===== src/rtl/alu_pkg.sv =====
// Shared ALU opcode and control-state definitions.
// Imported by seq_alu and its iterative datapath.
package alu_pkg;

  typedef enum logic [3:0] {
    OP_ADD   = 4'd0,
    OP_SUB   = 4'd1,
    OP_AND   = 4'd2,
    OP_OR    = 4'd3,
    OP_XOR   = 4'd4,
    OP_SLT   = 4'd5,
    OP_SLTU  = 4'd6,
    OP_SLL   = 4'd7,
    OP_SRL   = 4'd8,
    OP_SRA   = 4'd9,
    OP_MUL   = 4'd10,
    OP_MULHU = 4'd11,
    OP_DIVU  = 4'd12,
    OP_REMU  = 4'd13
  } alu_op_e;

  typedef enum logic [1:0] {
    IDLE = 2'd0,
    MUL  = 2'd1,
    DIV  = 2'd2
  } state_e;

  localparam int unsigned UNDEF_LO = 14;
  localparam int unsigned UNDEF_HI = 15;

endpackage


===== src/rtl/alu_iter.sv =====
// Bit-serial engine: shift-add multiply or restoring divide.
// hi/lo share storage: product hi/lo, or remainder/quotient.
module alu_iter
  import alu_pkg::*;
#(
  parameter int DATA_WIDTH = 32
) (
  input  logic                  clk,
  input  logic                  rst_n,
  input  logic                  start_i,
  input  logic                  div_i,
  input  logic [DATA_WIDTH-1:0] a_i,
  input  logic [DATA_WIDTH-1:0] b_i,
  output logic                  done_o,
  output logic [DATA_WIDTH-1:0] hi_o,
  output logic [DATA_WIDTH-1:0] lo_o
);

  localparam int W  = DATA_WIDTH;
  localparam int CW = $clog2(DATA_WIDTH) + 1;
  localparam logic [CW-1:0] LAST = CW'(W - 1);

  logic          busy_q;
  logic          div_q;
  logic [CW-1:0] cnt_q;
  logic [W-1:0]  hi_q, hi_d;
  logic [W-1:0]  lo_q, lo_d;
  logic [W-1:0]  m_q;
  logic [W:0]    sum;
  logic [W:0]    rr;
  logic [W:0]    diff;
  logic          ge;

  always_comb begin
    sum  = {1'b0, hi_q} + {1'b0, lo_q[0] ? m_q : '0};
    rr   = {hi_q, lo_q[W-1]};
    diff = rr - {1'b0, m_q};
    ge   = !diff[W];
    hi_d = hi_q;
    lo_d = lo_q;
    if (div_q) begin
      // A zero divisor always subtracts: quotient all ones, rem = dividend.
      hi_d = ge ? diff[W-1:0] : rr[W-1:0];
      lo_d = {lo_q[W-2:0], ge};
    end else begin
      hi_d = sum[W:1];
      lo_d = {sum[0], lo_q[W-1:1]};
    end
  end

  assign done_o = busy_q && (cnt_q == LAST);
  assign hi_o   = hi_d;
  assign lo_o   = lo_d;

  always_ff @(posedge clk or negedge rst_n) begin
    if (!rst_n) begin
      busy_q <= 1'b0;
      div_q  <= 1'b0;
      cnt_q  <= '0;
      hi_q   <= '0;
      lo_q   <= '0;
      m_q    <= '0;
    end else if (start_i) begin
      busy_q <= 1'b1;
      div_q  <= div_i;
      cnt_q  <= '0;
      hi_q   <= '0;
      lo_q   <= a_i;
      m_q    <= b_i;
    end else if (busy_q) begin
      hi_q <= hi_d;
      lo_q <= lo_d;
      if (done_o) begin
        busy_q <= 1'b0;
        cnt_q  <= '0;
      end else begin
        cnt_q <= cnt_q + 1'b1;
      end
    end
  end

endmodule


===== src/rtl/seq_alu.sv =====
// Handshaked ALU: 1-cycle logic ops, DATA_WIDTH-cycle mul/div.
// Results are held until the consumer takes them.
module seq_alu
  import alu_pkg::*;
#(
  parameter int DATA_WIDTH = 32,
  parameter int CTRL_WIDTH = 4
) (
  input  logic                  clk,
  input  logic                  rst_n,
  input  logic                  in_valid,
  output logic                  in_ready,
  input  logic [DATA_WIDTH-1:0] ALUop1,
  input  logic [DATA_WIDTH-1:0] ALUop2,
  input  logic [CTRL_WIDTH-1:0] ALUctrl,
  output logic                  out_valid,
  input  logic                  out_ready,
  output logic [DATA_WIDTH-1:0] ALUout,
  output logic                  EQ,
  output logic                  err
);

  localparam int W  = DATA_WIDTH;
  localparam int SW = $clog2(DATA_WIDTH);
  localparam int C  = CTRL_WIDTH;

  localparam logic [C-1:0] C_ADD   = C'(OP_ADD);
  localparam logic [C-1:0] C_SUB   = C'(OP_SUB);
  localparam logic [C-1:0] C_AND   = C'(OP_AND);
  localparam logic [C-1:0] C_OR    = C'(OP_OR);
  localparam logic [C-1:0] C_XOR   = C'(OP_XOR);
  localparam logic [C-1:0] C_SLT   = C'(OP_SLT);
  localparam logic [C-1:0] C_SLTU  = C'(OP_SLTU);
  localparam logic [C-1:0] C_SLL   = C'(OP_SLL);
  localparam logic [C-1:0] C_SRL   = C'(OP_SRL);
  localparam logic [C-1:0] C_SRA   = C'(OP_SRA);
  localparam logic [C-1:0] C_MUL   = C'(OP_MUL);
  localparam logic [C-1:0] C_MULHU = C'(OP_MULHU);
  localparam logic [C-1:0] C_DIVU  = C'(OP_DIVU);
  localparam logic [C-1:0] C_REMU  = C'(OP_REMU);
  localparam logic [C-1:0] C_UNDEF = C'(UNDEF_LO);

  state_e        state_q;
  logic          out_valid_q;
  logic [W-1:0]  out_q;
  logic          eq_q;
  logic          err_q;
  logic          eq_pend_q;
  logic          hi_sel_q;

  logic [W-1:0]  res;
  logic [SW-1:0] shamt;
  logic          eq_now;
  logic          is_mul, is_div, hi_sel, undef;
  logic          accept, start;
  logic          it_done;
  logic [W-1:0]  it_hi, it_lo;

  assign shamt  = ALUop2[SW-1:0];
  assign eq_now = (ALUop1 == ALUop2);
  assign is_mul = (ALUctrl == C_MUL) || (ALUctrl == C_MULHU);
  assign is_div = (ALUctrl == C_DIVU) || (ALUctrl == C_REMU);
  assign hi_sel = (ALUctrl == C_MULHU) || (ALUctrl == C_REMU);
  assign undef  = (ALUctrl >= C_UNDEF);

  assign in_ready = (state_q == IDLE) && (!out_valid_q || out_ready);
  assign accept   = in_valid && in_ready;
  assign start    = accept && (is_mul || is_div);

  always_comb begin
    res = '0;
    case (ALUctrl)
      C_ADD:  res = ALUop1 + ALUop2;
      C_SUB:  res = ALUop1 - ALUop2;
      C_AND:  res = ALUop1 & ALUop2;
      C_OR:   res = ALUop1 | ALUop2;
      C_XOR:  res = ALUop1 ^ ALUop2;
      C_SLT:  res = {{(W-1){1'b0}},
                     $signed(ALUop1) < $signed(ALUop2)};
      C_SLTU: res = {{(W-1){1'b0}}, ALUop1 < ALUop2};
      C_SLL:  res = ALUop1 << shamt;
      C_SRL:  res = ALUop1 >> shamt;
      C_SRA:  res = W'($signed(ALUop1) >>> shamt);
      default: res = '0;
    endcase
  end

  alu_iter #(.DATA_WIDTH(W)) u_iter (
    .clk    (clk),
    .rst_n  (rst_n),
    .start_i(start),
    .div_i  (is_div),
    .a_i    (ALUop1),
    .b_i    (ALUop2),
    .done_o (it_done),
    .hi_o   (it_hi),
    .lo_o   (it_lo)
  );

  always_ff @(posedge clk or negedge rst_n) begin
    if (!rst_n) begin
      state_q     <= IDLE;
      out_valid_q <= 1'b0;
      out_q       <= '0;
      eq_q        <= 1'b0;
      err_q       <= 1'b0;
      eq_pend_q   <= 1'b0;
      hi_sel_q    <= 1'b0;
    end else begin
      case (state_q)
        IDLE: begin
          if (start) begin
            // accept implies any held result is consumed on this edge
            state_q     <= is_mul ? MUL : DIV;
            out_valid_q <= 1'b0;
            eq_pend_q   <= eq_now;
            hi_sel_q    <= hi_sel;
          end else if (accept) begin
            out_valid_q <= 1'b1;
            out_q       <= res;
            eq_q        <= eq_now;
            err_q       <= undef;
          end else if (out_ready) begin
            out_valid_q <= 1'b0;
          end
        end
        MUL, DIV: begin
          if (it_done) begin
            state_q     <= IDLE;
            out_valid_q <= 1'b1;
            out_q       <= hi_sel_q ? it_hi : it_lo;
            eq_q        <= eq_pend_q;
            err_q       <= 1'b0;
          end
        end
        default: state_q <= IDLE;
      endcase
    end
  end

  assign out_valid = out_valid_q;
  assign ALUout    = out_q;
  assign EQ        = eq_q;
  assign err       = err_q;

endmodule


===== config.mk =====
export PLATFORM = sky130hd
export DESIGN_NAME = seq_alu
export DESIGN_NICKNAME = d
export VERILOG_FILES = /design/src/rtl/alu_pkg.sv /design/src/rtl/alu_iter.sv /design/src/rtl/seq_alu.sv
export SDC_FILE = /design/constraint.sdc
export NUM_CORES = 1
export LEC_CHECK = 0
export BUFFER_PORTS_ARGS = -buffer_cell sky130_fd_sc_hd__buf_2
export CAP_MARGIN = 20
export CORE_AREA = 8 8 262 264
export CTS_CLUSTER_DIAMETER = 80
export CTS_CLUSTER_SIZE = 12
export DETAILED_ROUTE_END_ITERATION = 10
export DIE_AREA = 0 0 270 272
export GPL_TIMING_DRIVEN = 0
export PLACE_DENSITY_LB_ADDON = 0.3
export SYNTH_ARGS = -nofsm -noshare
export SYNTH_HDL_FRONTEND = slang
export SYNTH_SLANG_ARGS = --single-unit

===== constraint.sdc =====
create_clock -name clk -period 4.29 [get_ports clk]
set_clock_uncertainty 0.1 [all_clocks]
set_input_delay 0.858 -clock clk [delete_from_list [all_inputs] [get_ports clk]]
set_output_delay 0.858 -clock clk [all_outputs]
set_load 0.05 [all_outputs]

; ---- After elaboration in Yosys (flattened, before gate mapping)
; Index checks and enable logic that the tools add are counted.
[word_totals]
ff_bits = 143
input_bits = 72
elab_cells = 106
[classes]
add_sub_neg = 5
n_lt_le_gt_ge = 3
n_eq_ne = 22
n_shift = 3
mux = 37
bitwise_logic = 3
reduce_logical = 20
[op_table]
columns = op, count
row1 = two-way mux 32 bit, 12
row2 = one-hot mux 32 bit (10 select lines), 1
row3 = less-than comparator 32 bit, 2
row4 = one-hot mux 32 bit (2 select lines), 1
row5 = adder 32 x 32 -> 33 bit, 1
row6 = subtractor 33 x 32 -> 33 bit, 1
row7 = adder 32 bit, 1
row8 = AND 32 bit, 1
row9 = == test 32 bit, 1
row10 = OR 32 bit, 1
row11 = << shifter 32 x 5 -> 32 bit, 1
row12 = >> shifter 32 x 5 -> 32 bit, 1
row13 = >>> shifter 32 x 5 -> 32 bit, 1
row14 = subtractor 32 bit, 1
row15 = bitwise XOR 32 bit, 1
row16 = == test 4 bit (second input constant), 6
row17 = two-way mux 6 bit, 3
row18 = == test 4 x 3 -> 1 bit (second input constant), 4
row19 = two-way mux 1 bit, 13
row20 = == test 4 x 2 -> 1 bit (second input constant), 2
row21 = inequality test 2 bit (second input constant), 4
row22 = adder 6 x 1 -> 6 bit (second input constant), 1
row23 = == test 6 x 5 -> 1 bit (second input constant), 1
row24 = two-way mux 2 bit, 3
row25 = other kinds (17), 29

; ---- Logic depth before layout (Yosys ltp)
; Gate-level depths: netlist of run 1.
[depth]
word_depth = 7
ltp_mapped = 16

; ---- By module
; Synthesis of run 1 repeated with hierarchy kept, for this count alone.
[unflattened]
hier_cells = 2671
area_unflattened_um2 = 20350.8
[modules_own_cells]
columns = mod, instances, cells_each, area_per_inst_um2
row1 = seq_alu, 1, 1538, 11144.4
row2 = alu_iter, 1, 1133, 9206.3

; ---- Least setup slack after synthesis of run 1
; OpenSTA, ideal clock, no wires.
[synth_path]
path_type = input to register
start = input ALUop2[2]
end = register out_q[30] (netlist: ALUout[30])
setup_time_ps = 82
arrival_ps = 4227
t_required_ps = 4108
slack_ps = -119
cell_stages = 15
cell_sequence = inv_2 -> buf_1 -> clkbuf_1 -> ha_1 -> buf_2 -> a211oi_1 -> o21a_1 -> nor3_1 -> a31oi_1 -> o311ai_1 -> a221o_1 -> a211oi_1 -> and3_1 -> o21ai_0 -> a31oi_1
[synth_between]
elab_chain_cells = 5
word_cells_on_any_way = 9
cone_classes = add/sub (2) / shift (3) / mux (4)
[synth_lines]
columns = item, line
row1 = start: declaration, seq_alu.sv:14  ; input logic [DATA_WIDTH-1:0] ALUop2,
row2 = subtractor 32 bit (tied with other cells), seq_alu.sv:74  ; C_SUB: res = ALUop1 - ALUop2;
row3 = one-hot mux 32 bit (10 select lines) (*), seq_alu.sv:72  ; case (ALUctrl)
row4 = two-way mux 32 bit (*), seq_alu.sv:118  ; end else if (accept) begin
row5 = two-way mux 32 bit (*), seq_alu.sv:112  ; if (start) begin
row6 = one-hot mux 32 bit (2 select lines) (*), seq_alu.sv:110  ; case (state_q)
row7 = end signal: assignment, seq_alu.sv:120  ; out_q <= res;
row8 = end signal: assignment, seq_alu.sv:131  ; out_q <= hi_sel_q ? it_hi : it_lo;
row9 = end: declaration, seq_alu.sv:45  ; logic [W-1:0] out_q;
; Every way passes the cells marked *; elsewhere a longest branch is shown, timed or not. The select of a mux whose other input is x is not followed.
; A chain may end at the register's enable or synchronous reset.

; ---- Final worst setup path of run 1
[layout_path]
start = register u_iter.div_q
end = register out_q[29] (netlist: ALUout[29])
[layout_between]
elab_chain_cells = 4
word_cells_on_any_way = 5
cone_classes = mux (5)
[layout_lines]
columns = item, line
row1 = start: declaration, alu_iter.sv:24  ; logic div_q;
row2 = start signal: assignment, alu_iter.sv:65  ; div_q <= div_i;
row3 = two-way mux 32 bit, alu_iter.sv:41  ; if (div_q) begin
row4 = two-way mux 32 bit (*), seq_alu.sv:131
row5 = two-way mux 32 bit (*), seq_alu.sv:128  ; if (it_done) begin
row6 = one-hot mux 32 bit (2 select lines) (*), seq_alu.sv:110
; Marks and branches as above.

==> flow_metrics.tcl, run 1 <==
set metrics [dict create \
    run_status "finished clean" \
    cts_tree "yes" \
    wl_um 101000 \
    worst_pin_slew_ns 1.26 \
    drive_above_1_share 0.121 \
    synth_top_family_by_area "compound AO/OA/AOI/OAI gates" \
    arrival_ns 4.51 \
    numCtsBuffers 17 \
    cts_root_buffer "clkbuf_16" \
    dieWidth_um 270 \
    synthTopCellsByArea "dfrtp_1, ha_1, mux4_2" \
    yosys.area.top_type "dfrtp_1" \
    muxShareOfSynthArea 0.127 \
    die-area_mm2 0.0734 \
    p_per_area_mw_per_mm2 723 \
    synth_nets 2857 \
    synth_async_sr_flop_share 1.00 \
    vdd_drop_max_mv 0.331 \
    cp_data_required_time_ns 4.53 \
    synthTopCellsByCount "nand2_1, nor2_1, a21oi_1, o21ai_0, ha_1" \
    multi_input_area_mm2 0.0151 \
    clk_path_buf_depth 2 \
    start_util 0.305 \
    synthAdderAreaFrac 0.110 \
    slew_violations 0 \
    fin_area_mm2 0.0224 \
    synth_cells 2614 \
    via_per_inst 6.11 \
    ys_seq_area_frac 0.181 \
    hold_slack_ns 0.311 \
    nNetsFinal 2994 \
    diodes 0 \
    ant_nets 0 \
    wl_per_cell_um 27.8 \
    synth_area_mm2 0.0198 \
    nFillCells 7031 \
    synth_edf_count 0 \
    die_h_um 272 \
    syn_area_per_cell_um2 7.56 \
    min_period_over_period 0.996 \
    r2r_start "u_iter.div_q" \
    crit_path_max_fanout 10 \
    synth-simple-area-share 0.191 \
    hold_path.class "in -> async" \
    ios 108 \
    crit_top_cell "clkbuf_1" \
    period_minus_slack_ns 4.27 \
    fmax_ghz 0.234 \
    p_leak_nw 9.72 \
    grt_overflow 0 \
    crit_chain "buf_1 > clkbuf_1 > clkbuf_1 > clkbuf_1 > o211ai_2 > a31oi_1 > nand2_1" \
    setup_viol 0 \
    drc 0 \
    r2r_slack_ns 0.02 \
    vias 22200 \
    drtPass1Iterations 6 \
    syn2layout_area_growth_pct 13.3 \
    critPathLaunchType "register" \
    synth_top_area_frac 0.181 \
    synth_ff_type "dfrtp_1" \
    core_mm2 0.0648 \
    worstReg2RegEnd "ALUout[29]" \
    grt_max_degree 83 \
    slew-limit-headroom 0.157 \
    rr_worst_depth 7 \
    path_class "reg -> reg" \
    synth-compound-area-share 0.292 \
    antenna_found_initial 2 \
    ys_ff_latch 143 \
    drv_cap 0 \
    cts_sinks 143 \
    grt_use_total 0.264 \
    routabilityCongestion 1.03 \
    rows 94 \
    portBuffers 107 \
    register_area_mm2 0.00358 \
    yosysWarningCount 0 \
    drtIter0Drc 2728 \
    synth_cell_types 90 \
    hold_viol 0 \
    clkTransAtPathRegs_ns 0.07 \
    grt_pass1_vias 21700 \
    h-tree-depth 4 \
    slowest_stage "clkbuf_1" \
    end_kind "register" \
    grt_pass1_wl_um 147000 \
    critPathMaxStageDelay_ns 0.80 \
    clk_latency_ns 0.46 \
    synth-xor-area-share 0.0323 \
    dp_hpwl_um 81300 \
    dpl_cell_area_mm2 0.0215 \
    post-synth-top-count-cell "nand2_1" \
]
## per-layer routing
layer  vias up  global-route usage  wire length, µm
li1       9898                   -                -
met3       259              0.0380             8470
met5         -                   0               10
met2      1284               0.429            45700
met1     10700               0.343            41500
met4         2               0.122             5110
## sequential cells by signal (all words and copies together), names as in the netlist
| signal | count |
|---|---|
| hi_sel_q | 1 |
| EQ | 1 |
| u_iter.busy_q | 1 |
| state_q | 2 |
| out_valid | 1 |
| ALUout | 32 |
| u_iter.div_q | 1 |
| u_iter.lo_q | 32 |
| u_iter.m_q | 32 |
| err | 1 |
| u_iter.cnt_q | 6 |
| eq_pend_q | 1 |
| u_iter.hi_q | 32 |
## worst max-delay path by stage
| stage | slack, ns | endpoint | cells past startpoint | startpoint |
|---|---|---|---|---|
| finish | 0.02 | ALUout[29] | 7 | u_iter.div_q |
| global route | -0.001 | ALUout[29] | 14 | ALUop1[12] |
| CTS | 0.00005 | ALUout[25] | 18 | ALUop2[3] |
| detailed placement | -1.81 | ALUout[30] | 16 | ALUop2[3] |
| global placement | -1.92 | ALUout[30] | 16 | ALUop2[3] |
| floorplan | 0.04 | ALUout[30] | 15 | ALUop2[2] |
## power by group
group / leakage, nW / internal (mW) / switching [mW] / total (mW)
Combinational: 7.68 / 4.38 / 7.56 / 11.9
Clock: 0.287 / 0.859 / 0.691 / 1.55
Sequential: 1.75 / 2.04 / 0.671 / 2.71
Total: 9.72 / 7.28 / 8.92 / 16.2
## layout by cell type, fill, tap and decap left out, types with 16 or more instances in the layout
cell	Yosys	layout
dfrtp_1	143	142
o211ai_1	56	56
mux4_2	52	52
clkbuf_1	117	106
o21bai_1	22	22
o21ai_0	230	222
nand3_1	53	51
ha_1	167	167
inv_1	151	150
o21a_1	23	23
nand2_1	276	275
clkbuf_16	0	17
and2_1	50	50
nand2b_1	20	20
xor2_1	20	20
xnor2_1	53	53
a22oi_1	16	16
nor2b_1	19	19
mux2i_1	102	101
a21o_1	39	39
nor2_1	264	263
a31oi_1	25	24
o221ai_1	27	27
a21oi_1	232	227
buf_1	24	21
and3_1	19	19
nor3_1	43	41
nand4_1	23	23
buf_2	18	116
a211oi_1	50	48
mux2_2	29	29
## per-stage QoR
stage          std cells  setup TNS [ns]  power [mW]  setup slack (ns)  utilization
2_1_floorplan       2614               0        10.7            0.0372            -
3_3_place_gp        3585          -41.95        14.2             -1.92        0.330
3_5_place_dp        3590          -32.74        14.2             -1.81        0.331
4_1_cts             3626               0        15.9         0.0000502        0.344
5_1_grt             3628       -0.000963        17.3         -0.000963        0.346
6_report            3628               0        16.2            0.0188        0.346
## final cells by class
type | instances | share of cell area
inverter | 155 | 0.0264
sequential | 143 | 0.160
clock inverter | 12 | 0.00547
timing repair buffer | 121 | 0.0305
tap | 864 | 0.0482
multi-input combinational | 2148 | 0.673
clock buffer | 20 | 0.0208
buffer | 165 | 0.0356
## logic make-up after synthesis
| logic type | after synthesis |
|---|---|
| fa+ha+maj | 171 |
| simple gates | 828 |
| mux | 183 |
| flops | 143 |
| compound gates | 893 |
| xor+xnor | 73 |
| buf+inv | 323 |
## critical path, delay by kind of cell, from the launching register on
kind | cells | cell delay (ns)
and+or+nand+nor | 1 | 0.09
buffers and inverters | 4 | 2.91
AOI/OAI and AO/OA | 2 | 0.57
DFF | 1 | 0.47
## repair_timing
item	in CTS	in global routing
pin swaps	5	12
endpoints found under the setup margin	35	23
resized for setup	50	44
endpoints found under the hold margin	0	0
hold buffers	0	0
buffers inserted	5	4
No activity file was read; power rests on OpenSTA's default activity.
==> inputs of run 2 (changes only) <==
- RECOVER_POWER: unset -> 25
==> run 2 against run 1 <==
The flow now finishes with violations (max-capacitance violations, max-slew violations). Worst hold slack better by 0.093 ns. Worst setup slack better by 0.00085 ns. Wire length about the same. Via count about the same. Register-to-register slack about the same. Sequential share of layout area about the same. Maximum frequency about the same. Count of clock-buffer cells in the layout unchanged. Total power about the same. Sequential power about the same.
==> flow_metrics.tcl, run 2 (synthesized netlist as in run 1, its figures left out) <==
set metrics [dict create \
    cp_data_required_time_ns 4.53 \
    rr_worst_depth 7 \
    p_leak_nw 9.71 \
    worst_pin_slew_ns 3.20 \
    critPathLaunchType "register" \
    p_per_area_mw_per_mm2 723 \
    via_per_inst 6.11 \
    place_inst 3590 \
    rows 94 \
    cts_root_buffer "clkbuf_16" \
    run_status "complete, but fails checks" \
    routabilityCongestion 1.03 \
    h-tree-depth 4 \
    grt_pass1_wl_um 147000 \
    crit_top_cell "clkbuf_1" \
    slowest_stage "clkbuf_1" \
    grt_overflow 0 \
    slew-limit-headroom -1.13 \
    worstReg2RegEnd "ALUout[29]" \
    critPathMaxStageDelay_ns 0.80 \
    cp-startpoint "u_iter.div_q" \
    r2r_start "u_iter.div_q" \
    diodes 0 \
    path_class "reg -> reg" \
    wl_um 101000 \
    nNetsFinal 2994 \
    slew_violations 62 \
    wl_per_cell_um 27.8 \
    die-area_mm2 0.0734 \
    arrival_ns 4.51 \
    crit_buf_inv 4 \
    dieWidth_um 270 \
    grt_use_total 0.264 \
    core_mm2 0.0648 \
    hold_slack_ns 0.404 \
    nFillCells 7032 \
    drive_above_1_share 0.121 \
    clk_latency_ns 0.46 \
    violations "max-capacitance violations, max-slew violations" \
    grt_max_degree 83 \
    portBuffers 107 \
    r2r_slack_ns 0.02 \
    crit_path_max_fanout 10 \
    final_cells 3628 \
    setup_viol 0 \
    crit_chain "buf_1 > clkbuf_1 > clkbuf_1 > clkbuf_1 > o211ai_2 > a31oi_1 > nand2_1" \
    clk_path_buf_depth 2 \
    antenna_found_initial 2 \
    numCtsBuffers 17 \
    syn2layout_area_growth_pct 13.3 \
    clkTransAtPathRegs_ns 0.07 \
    dp_hpwl_um 81300 \
    register_area_mm2 0.00358 \
    drc 0 \
    total_power_mw 16.2 \
    layout_common_cells "nand2_1, nor2_1, a21oi_1, o21ai_0, ha_1" \
    cts_sinks 143 \
    crit_cells 7 \
    drtIter0Drc 2728 \
    end_kind "register" \
    tns_ns 0 \
    hold_path.class "reg -> reg" \
    drv_cap 1 \
    grt_pass1_vias 21700 \
    post-route-util 0.346 \
    ios 108 \
    vdd_drop_max_mv 0.331 \
    die_h_um 272 \
    hold_viol 0 \
    vias 22200 \
    layout_commonest_cell "nand2_1" \
    cts_tree "yes" \
    fmax_ghz 0.234 \
    critPathCapture "ALUout[29]" \
    period_minus_slack_ns 4.27 \
    start_util 0.305 \
    min_period_over_period 0.995 \
    ant_nets 0 \
    drtPass1Iterations 6 \
    multi_input_area_mm2 0.0151 \
    cpLargestDelayFamily "buffers and inverters" \
]
==> run 2: what timing repair did <==
action                     CTS  global route
hold buffers                 0             0
setup buffers                5             4
resized for setup           50            44
pin swaps                    5            12
setup endpoints to repair   35            23
cloned                       0             0
==> run 2: worst min path at each step <==
stage,to,depth (start not counted),from,slack [ns]
after floorplan,eq_pend_q,2,eq_pend_q,0.35
after global placement,eq_pend_q,2,eq_pend_q,0.36
final,ALUout[3],2,ALUout[3],0.40
after CTS,u_iter.m_q[14],1,rst_n,0.34
after global routing,eq_pend_q,2,eq_pend_q,0.43
after detailed placement,eq_pend_q,2,eq_pend_q,0.39
==> run 2: worst min-delay path: cells and delay by family, from the launching register on <==
kind             cells  cell delay [ns]
and+or+nand+nor      2             0.13
DFF                  1             0.34
==> run 2: metrics by stage <==
| stage | setup slack, ns | area [µm²] |
|---|---|---|
| global placement | -1.92 | 21400 |
| detailed placement | -1.81 | 21500 |
| global route | -0.000963 | 22400 |
| finish | 0.0196 | 22400 |
| CTS | 0.0000502 | 22300 |
| floorplan | 0.0372 | 19800 |
==> run 2: metal layers <==
layer,vias to the layer above,wire (µm),global-route usage
met3,259,8470,0.0380
li1,9898,-,-
met4,2,5110,0.122
met1,10700,41500,0.343
met2,1284,45700,0.429
met5,-,10,0
==> run 2: final cells by class <==
| type | count | share of cell area |
|---|---|---|
| plain buffers | 165 | 0.0356 |
| clock buffers | 20 | 0.0208 |
| clock inverters | 12 | 0.00547 |
| inverters | 155 | 0.0264 |
| multi-input cells | 2148 | 0.673 |
| flip-flops and latches | 143 | 0.160 |
| well taps | 864 | 0.0483 |
| repair buffers | 121 | 0.0305 |
==> run 2: where the power goes <==
part / leakage, nW / internal (mW) / total (mW) / switching, mW
sequential: 1.75 / 2.04 / 2.71 / 0.671
clock: 0.287 / 0.859 / 1.55 / 0.690
combinational: 7.68 / 4.38 / 11.9 / 7.56
total: 9.71 / 7.28 / 16.2 / 8.92
